`src/rtl/fifo_uart_tx.sv`:
```
// -----------------------------------------------------------------------------
// fifo_uart_tx
//
// Drain stage for the 8-bit byte FIFO (fifo_tek). When the FIFO reports data,
// the block issues one read strobe, captures the returned byte, and shifts it
// out on an asynchronous-serial line as start bit, 8 data bits LSB first, and
// one stop bit. Each bit is held for CLKS_PER_BIT clock cycles.
//
// Optional build macro: TX_PARITY_EN
//   Defined   - an even-parity bit is sent between the last data bit and the
//               stop bit (11 bit times per frame).
//   Undefined - no parity bit (10 bit times per frame).
//
// Parameters:
//   CLKS_PER_BIT  clock cycles per serial bit (>= 1)
//   DATA_W        byte width, must match the FIFO (8)
//
// Ports:
//   clk         system clock, rising edge
//   rst         synchronous reset, active low
//   fifo_empty  upstream FIFO holds no data
//   fifo_data   FIFO read data, valid the cycle after enable_rd is sampled
//   enable_rd   one-cycle FIFO read strobe per byte (registered)
//   tx          serial output, idles high (registered)
//   busy        high from the read request to the end of the stop bit
//   tx_done     one-cycle pulse in the last cycle of the stop bit
// -----------------------------------------------------------------------------
module fifo_uart_tx #(
  parameter int CLKS_PER_BIT = 4,
  parameter int DATA_W       = 8
) (
  input  logic              clk,
  input  logic              rst,
  input  logic              fifo_empty,
  input  logic [DATA_W-1:0] fifo_data,
  output logic              enable_rd,
  output logic              tx,
  output logic              busy,
  output logic              tx_done
);

  localparam int               CNT_W    = $clog2(CLKS_PER_BIT) + 1;
  localparam logic [CNT_W-1:0] CNT_LAST = CNT_W'(CLKS_PER_BIT - 1);
  localparam int               IDX_W    = $clog2(DATA_W);
  localparam logic [IDX_W-1:0] IDX_LAST = IDX_W'(DATA_W - 1);
  // With one cycle per bit, the first stop cycle is also the last one.
  localparam logic             DONE_ON_ENTRY = (CLKS_PER_BIT == 1);

  typedef enum logic [2:0] {
    S_IDLE,
    S_RD,
    S_WAIT,
    S_START,
    S_DATA,
    S_PARITY,
    S_STOP
  } state_t;

  state_t            state;
  logic [CNT_W-1:0]  cnt;      // cycles spent in the current bit
  logic [IDX_W-1:0]  bit_idx;  // data bit currently on the line
  logic [DATA_W-1:0] shreg;    // byte being sent, LSB on the line
`ifdef TX_PARITY_EN
  logic              par;      // even parity of the captured byte
`endif

  // NOTE: every register here, outputs included, is written with non-blocking
  // assignments in one clocked block, so each output is a flop and the block
  // cannot infer a latch or create ordering races between state and outputs.
  always_ff @(posedge clk) begin
    if (!rst) begin
      state     <= S_IDLE;
      cnt       <= '0;
      bit_idx   <= '0;
      shreg     <= '0;
`ifdef TX_PARITY_EN
      par       <= 1'b0;
`endif
      enable_rd <= 1'b0;
      tx        <= 1'b1;
      busy      <= 1'b0;
      tx_done   <= 1'b0;
    end else begin
      case (state)
        S_IDLE: begin
          if (!fifo_empty) begin
            state     <= S_RD;
            enable_rd <= 1'b1;
            busy      <= 1'b1;
          end
        end

        S_RD: begin
          enable_rd <= 1'b0;
          state     <= S_WAIT;
        end

        // FIFO data is valid during this cycle; capture it and start the frame.
        S_WAIT: begin
          shreg <= fifo_data;
`ifdef TX_PARITY_EN
          par   <= ^fifo_data;
`endif
          cnt   <= '0;
          tx    <= 1'b0;
          state <= S_START;
        end

        S_START: begin
          if (cnt == CNT_LAST) begin
            cnt   <= '0;
            tx    <= shreg[0];
            state <= S_DATA;
          end else begin
            cnt <= cnt + 1'b1;
          end
        end

        S_DATA: begin
          if (cnt == CNT_LAST) begin
            cnt   <= '0;
            shreg <= shreg >> 1;
            if (bit_idx == IDX_LAST) begin
              bit_idx <= '0;
`ifdef TX_PARITY_EN
              tx      <= par;
              state   <= S_PARITY;
`else
              tx      <= 1'b1;
              tx_done <= DONE_ON_ENTRY;
              state   <= S_STOP;
`endif
            end else begin
              bit_idx <= bit_idx + 1'b1;
              // shreg[1] is the bit that lands in shreg[0] on this edge.
              tx      <= shreg[1];
            end
          end else begin
            cnt <= cnt + 1'b1;
          end
        end

`ifdef TX_PARITY_EN
        S_PARITY: begin
          if (cnt == CNT_LAST) begin
            cnt     <= '0;
            tx      <= 1'b1;
            tx_done <= DONE_ON_ENTRY;
            state   <= S_STOP;
          end else begin
            cnt <= cnt + 1'b1;
          end
        end
`endif

        S_STOP: begin
          if (cnt == CNT_LAST) begin
            cnt     <= '0;
            tx_done <= 1'b0;
            busy    <= 1'b0;
            state   <= S_IDLE;
          end else begin
            cnt     <= cnt + 1'b1;
            // Raise the pulse so it is visible exactly in the final stop cycle.
            tx_done <= (cnt == CNT_LAST - 1'b1);
          end
        end

        default: state <= S_IDLE;
      endcase
    end
  end

endmodule

```
`config.mk`:
```
export PLATFORM = sky130hd
export DESIGN_NAME = fifo_uart_tx
export DESIGN_NICKNAME = d
export VERILOG_FILES = /design/src/rtl/fifo_uart_tx.sv
export SDC_FILE = /design/constraint.sdc
export NUM_CORES = 1
export LEC_CHECK = 0
export CAP_MARGIN = 20
export CORE_MARGIN = 3
export CORE_UTILIZATION = 50
export CTS_BUF_LIST = sky130_fd_sc_hd__clkbuf_2
export DETAILED_ROUTE_END_ITERATION = 10
export GPL_TIMING_DRIVEN = 0
export MAX_ROUTING_LAYER = met4
export PLACE_DENSITY = 0.74
export SLEW_MARGIN = 5
export SYNTH_ARGS = -nofsm -noshare
export SYNTH_HDL_FRONTEND = slang
export SYNTH_SLANG_ARGS = --single-unit
```
`constraint.sdc`:
```
create_clock -name clk -period 1.9 [get_ports clk]
set_input_delay 0.38 -clock clk [delete_from_list [all_inputs] [get_ports clk]]
set_output_delay 0.38 -clock clk [all_outputs]
set_load 0.02 [all_outputs]
```
======== Word level (Yosys, flattened, before mapping) ========
Index checks and enable logic that the tools add are counted.
operators by class
  add/sub/neg operators ................... 2
  multiplexer cells ....................... 23
  reductions and logical operators ........ 15
  equal/unequal tests ..................... 13
operators with widths
  kind                 number
  $mux 3               7
  $pmux 3 s6           1
  $pmux 8 s2           1
  $eq 3x2->1 const B   4
  $ne 2x2->1 const B   5
  $reduce_bool 2->1    5
  $eq 3x3->1 const B   3
  $reduce_and 3->1     3
  $mux 1               8
  $mux 8               1
  $add 3x1->3 const B  2
  $pmux 1 s2           3
  $pmux 3 s2           1
  $reduce_and 2->1     3
  $reduce_and 5->1     1
  $eq 3x1->1 const B   1
  $logic_not 3->1      1
  $pmux 1 s3           1
  $reduce_bool 3->1    1
  $reduce_or 3->1      1
storage, ports and cells
  input bits .............................. 11
  logic and storage cells ................. 61
  output and inout bits ................... 4
  register bits ........................... 21

======== Longest topological paths before layout ========
  word-level depth ........................ 4
  depth in mapped cells ................... 6
  gate-level depth less buffers ........... 5

======== Least setup slack after synthesis ========
Ideal clock, no wire load.
  kind .................................... reg-to-reg
  start point ............................. reg cnt[0]
  end point ............................... reg tx
  data required time ...................... 1785 ps
  stages on the path, launching flop included .. 7
  slack ................................... 337 ps
  arrival time ............................ 1449 ps
  path buffers ............................ 1
  setup time .............................. 115 ps
  cells stage by stage .................... dfxtp_1 ha_1 nor2b_1 buf_6 and2_4 or3_1 a21bo_1
between the ends
  word-level cells in the longest chain between the ends .. 3
  elaborated cells between the ends (all ways) .. 4
  classes of those cells .................. eq/ne (3); reduce/logical (1)
RTL lines
  element                              line      RTL
  start: declaration                   60        logic [CNT_W-1:0] cnt;
  start signal: assignment             115       cnt <= cnt + 1'b1;
  start signal: assignment             139       cnt <= cnt + 1'b1;
  start signal: assignment             163       cnt <= cnt + 1'b1;
  $eq 3x2->1 *                         110, 120
  $ne 2x2->1 (no source line)          --
  $reduce_and 3->1 (no source line) *  --
  end signal: assignment               112       tx <= shreg[0];
  end signal: assignment               136       tx <= shreg[1];
  end: declaration                     37        output logic tx,
Every way passes the cells marked *; elsewhere a longest branch is shown, timed or not.
A chain may end at the register's enable or synchronous reset.

======== Worst setup path in the final report ========
  start point ............................. reg tx_done
  end point ............................... out tx_done
RTL lines
  element                   line  RTL
  start: declaration        39    output logic tx_done
  start signal: assignment  165   tx_done <= (cnt == CNT_LAST - 1'b1);
No word-level cell between the ends.

==> impl_metrics.csv <==
group,metric,value,unit
synth,postSynthCellCount,119,
synth,dominantRegCellSynth,"dfxtp_1",
synth,synth_top_family_by_area,"compound AO/OA/AOI/OAI gates",
run,cap_viol_max_count,0,
synth,synth_top_area_cell,"dfxtp_1",
place,dp_hpwl,1543,um
worst_setup_path,critPathKind,"reg -> out",
place,dp_slack,0.2487,ns
clock_tree,cts_max_level,1,
worst_setup_path,cp_data_arrival_time,1.32,ns
clock_tree,cts_resized,0,
synth,synth-async-reset-ratio,0,%
timing,slew_violations,0,
layout,diodes,0,
timing,finalHoldViolCount,0,
layout,syn_to_final_growth,18.17,%
timing,fmax,0.5866,GHz
grt,track_usage,19.74,%
timing,rsz0062_at_grt,"false",
worst_setup_path,slowest_delay,0.61,ns
grt,grt_overflow,0,
synth,synth-xor-area-share,0,%
power_and_ir_drop,powerDensity,634.6,nW/um^2
synth,synth_most_common_cell,"dfxtp_1",
layout,nets,153,
place,numPortBuffers,14,
synth,synth_top_area_share,39.39,%
timing,fin_crit_sh,89.72,%
floorplan,dieArea,2725,sq um
synth,yosys.area_share.adder,4.689,%
power_and_ir_drop,vdd_ir_drop_max,442.6,uV
synth,synthTopCellsByArea,"dfxtp_1, mux2i_1, a21oi_1",
synth,ys.warnings.count,0,
worst_hold_path,hp-class,"reg -> reg",
floorplan,rows,16,
clock_tree,postCtsSetupBuffers,0,
timing,skew,0.004108,ns
worst_setup_path,endpoint_kind,"output pin",
synth,synth_nets,134,
timing,finalSetupTns,0,ns
layout,fillerInstances,190,
timing,worst_slew_pin_slew,0.4311,ns
floorplan,core-area,1982,sq um
drt,vias,916,
clock_tree,postCtsHoldBufs,0,
floorplan,num_io_pins,15,
drt,firstDrtPassIters,4,
synth,syn_area,1067,sq um
worst_setup_path,cp_cell_sequence,"clkdlybuf4s50_1",
drt,drt-total-wl,2098,um
floorplan,initial_core_util,53.85,%
synth,ys_seq_elements,21,
worst_setup_path,required,1.52,ns
floorplan,die_y,52.20,um
worst_setup_path,critPathLaunchType,"flop",
clock_tree,clk_pin_slew,0.19,ns
synth,synthMuxAreaShare,6.565,%
timing,fin_crit,1.705,ns
drt,drc,0,
worst_setup_path,crit_fanout,2,
grt,grt_pass1_vias,898,
worst_setup_path,crit_buf_inv,1,
drt,via_per_inst,5.585,
drt,wl_per_cell,12.79,um
layout,drive_above_1_share,10.95,%
grt,grt_antenna_before_repair,0,
clock_tree,root_buffer,"clkbuf_2",
run_status,status,"completed",
synth,synthSimpleGateAreaFrac,19.93,%
clock_tree,clock_sinks,21,
timing,slew_headroom,71.26,%
synth,synth_area_per_cell,8.969,sq um
clock_tree,cts_made_buffers,3,
grt,grt_pass1_wl,3926,um
drt,drtIter0Drc,10,
clock_tree,cts_tree,"yes",
clock_tree,ctsLongestPathBuffers,2,
clock_tree,clk_latency,0.34,ns
power_and_ir_drop,leakage,0.4646,nW
synth,synth_compound_area_share,23.80,%
timing,setup_ws,0.1953,ns
drt,ant_nets,0,
synth,synth_edf_count,0,
synth,seq_area_frac_synth,39.39,%
floorplan,die-width,52.20,um
synth,synth_cell_types,40,
synth,synth_common_cells,"dfxtp_1, nand2_1, a21oi_1, mux2i_1, o21ai_0",
worst_setup_path,crit_family,"buffers and inverters",
place,globalplace.congestion,0.8652,
worst_setup_path,crit_slowest_cell,"clkdlybuf4s50_1",
grt,grt_max_degree,13,
timing,setup_violations,0,
[final cells by class]
class | count | area, sq um | area share, %
multi-input combinational | 88 | 586.8 | 46.53
buffer | 8 | 52.55 | 4.167
clock inverter | 1 | 5.005 | 0.3968
timing repair buffer | 14 | 140.1 | 11.11
clock buffer | 3 | 15.01 | 1.190
sequential | 21 | 420.4 | 33.33
inverter | 2 | 7.507 | 0.5952
tap | 27 | 33.78 | 2.679
[cell usage in the layout, fill, tap and decap left out, types with 2 or more instances in the layout]
master           instances
inv_1                    2
nor2b_1                  3
or3_1                    3
buf_6                    2
nor3b_1                  2
clkdlybuf4s50_1         14
o21ai_1                  5
clkbuf_1                 2
ha_1                     4
mux2i_1                  7
nand3_1                  2
buf_2                    3
a21oi_1                 12
a21boi_1                 3
nor2_1                   3
nand2_1                 14
clkbuf_2                 3
o21ai_0                  6
dfxtp_1                 21
a21boi_0                 3
[through the flow]
| step | std cells | power [W] | util [%] | area, sq um | hold slack, ns |
|---|---|---|---|---|---|
| 6_report | 164 | 0.0008004 | 63.64 | 1261 | 0.4869 |
| 3_3_place_gp | 160 | 0.0006156 | 62.63 | 1241 | 0.4589 |
| 5_1_grt | 164 | 0.0008414 | 63.64 | 1261 | 0.5204 |
| 2_1_floorplan | 119 | 0.0005677 | - | 1067 | 0.4460 |
| 4_1_cts | 164 | 0.0008110 | 63.64 | 1261 | 0.4923 |
| 3_5_place_dp | 160 | 0.0006191 | 62.63 | 1241 | 0.4698 |
[worst paths after layout]
path,slack [ns],endpoint,cells past startpoint,startpoint
worst max-delay path,0.20,tx_done,1,tx_done
worst min-delay path,0.49,busy,2,busy
worst max register to register,0.22,tx,6,cnt[0]
worst min register to register,0.49,busy,2,busy
[report_power, final]
part,switching (W),internal [W]
Clock,0.000143,0.0000476
Combinational,0.0000632,0.0000660
Sequential,0.0000151,0.000466
Total,0.000221,0.000580
[state kept, by name, summed over array words and instances, names as in the netlist]
register / count
enable_rd: 1
tx_done: 1
shreg: 8
busy: 1
state: 3
bit_idx: 3
cnt: 3
tx: 1
[layer usage]
layer	vias up	GRT usage (%)	routed length, um
met3	3	6.268	79
met2	15	32.64	1020
li1	468	-	-
met4	0	4.255	23
met5	-	-	0
met1	430	23.67	975
[logic make-up after synthesis]
kind of cell,count (synthesis)
AOI/OAI and AO/OA,39
and+or+nand+nor,38
DFF,21
buffers and inverters,10
muxes,7
adders and majority gates,4
No activity file was read; power rests on OpenSTA's default activity.
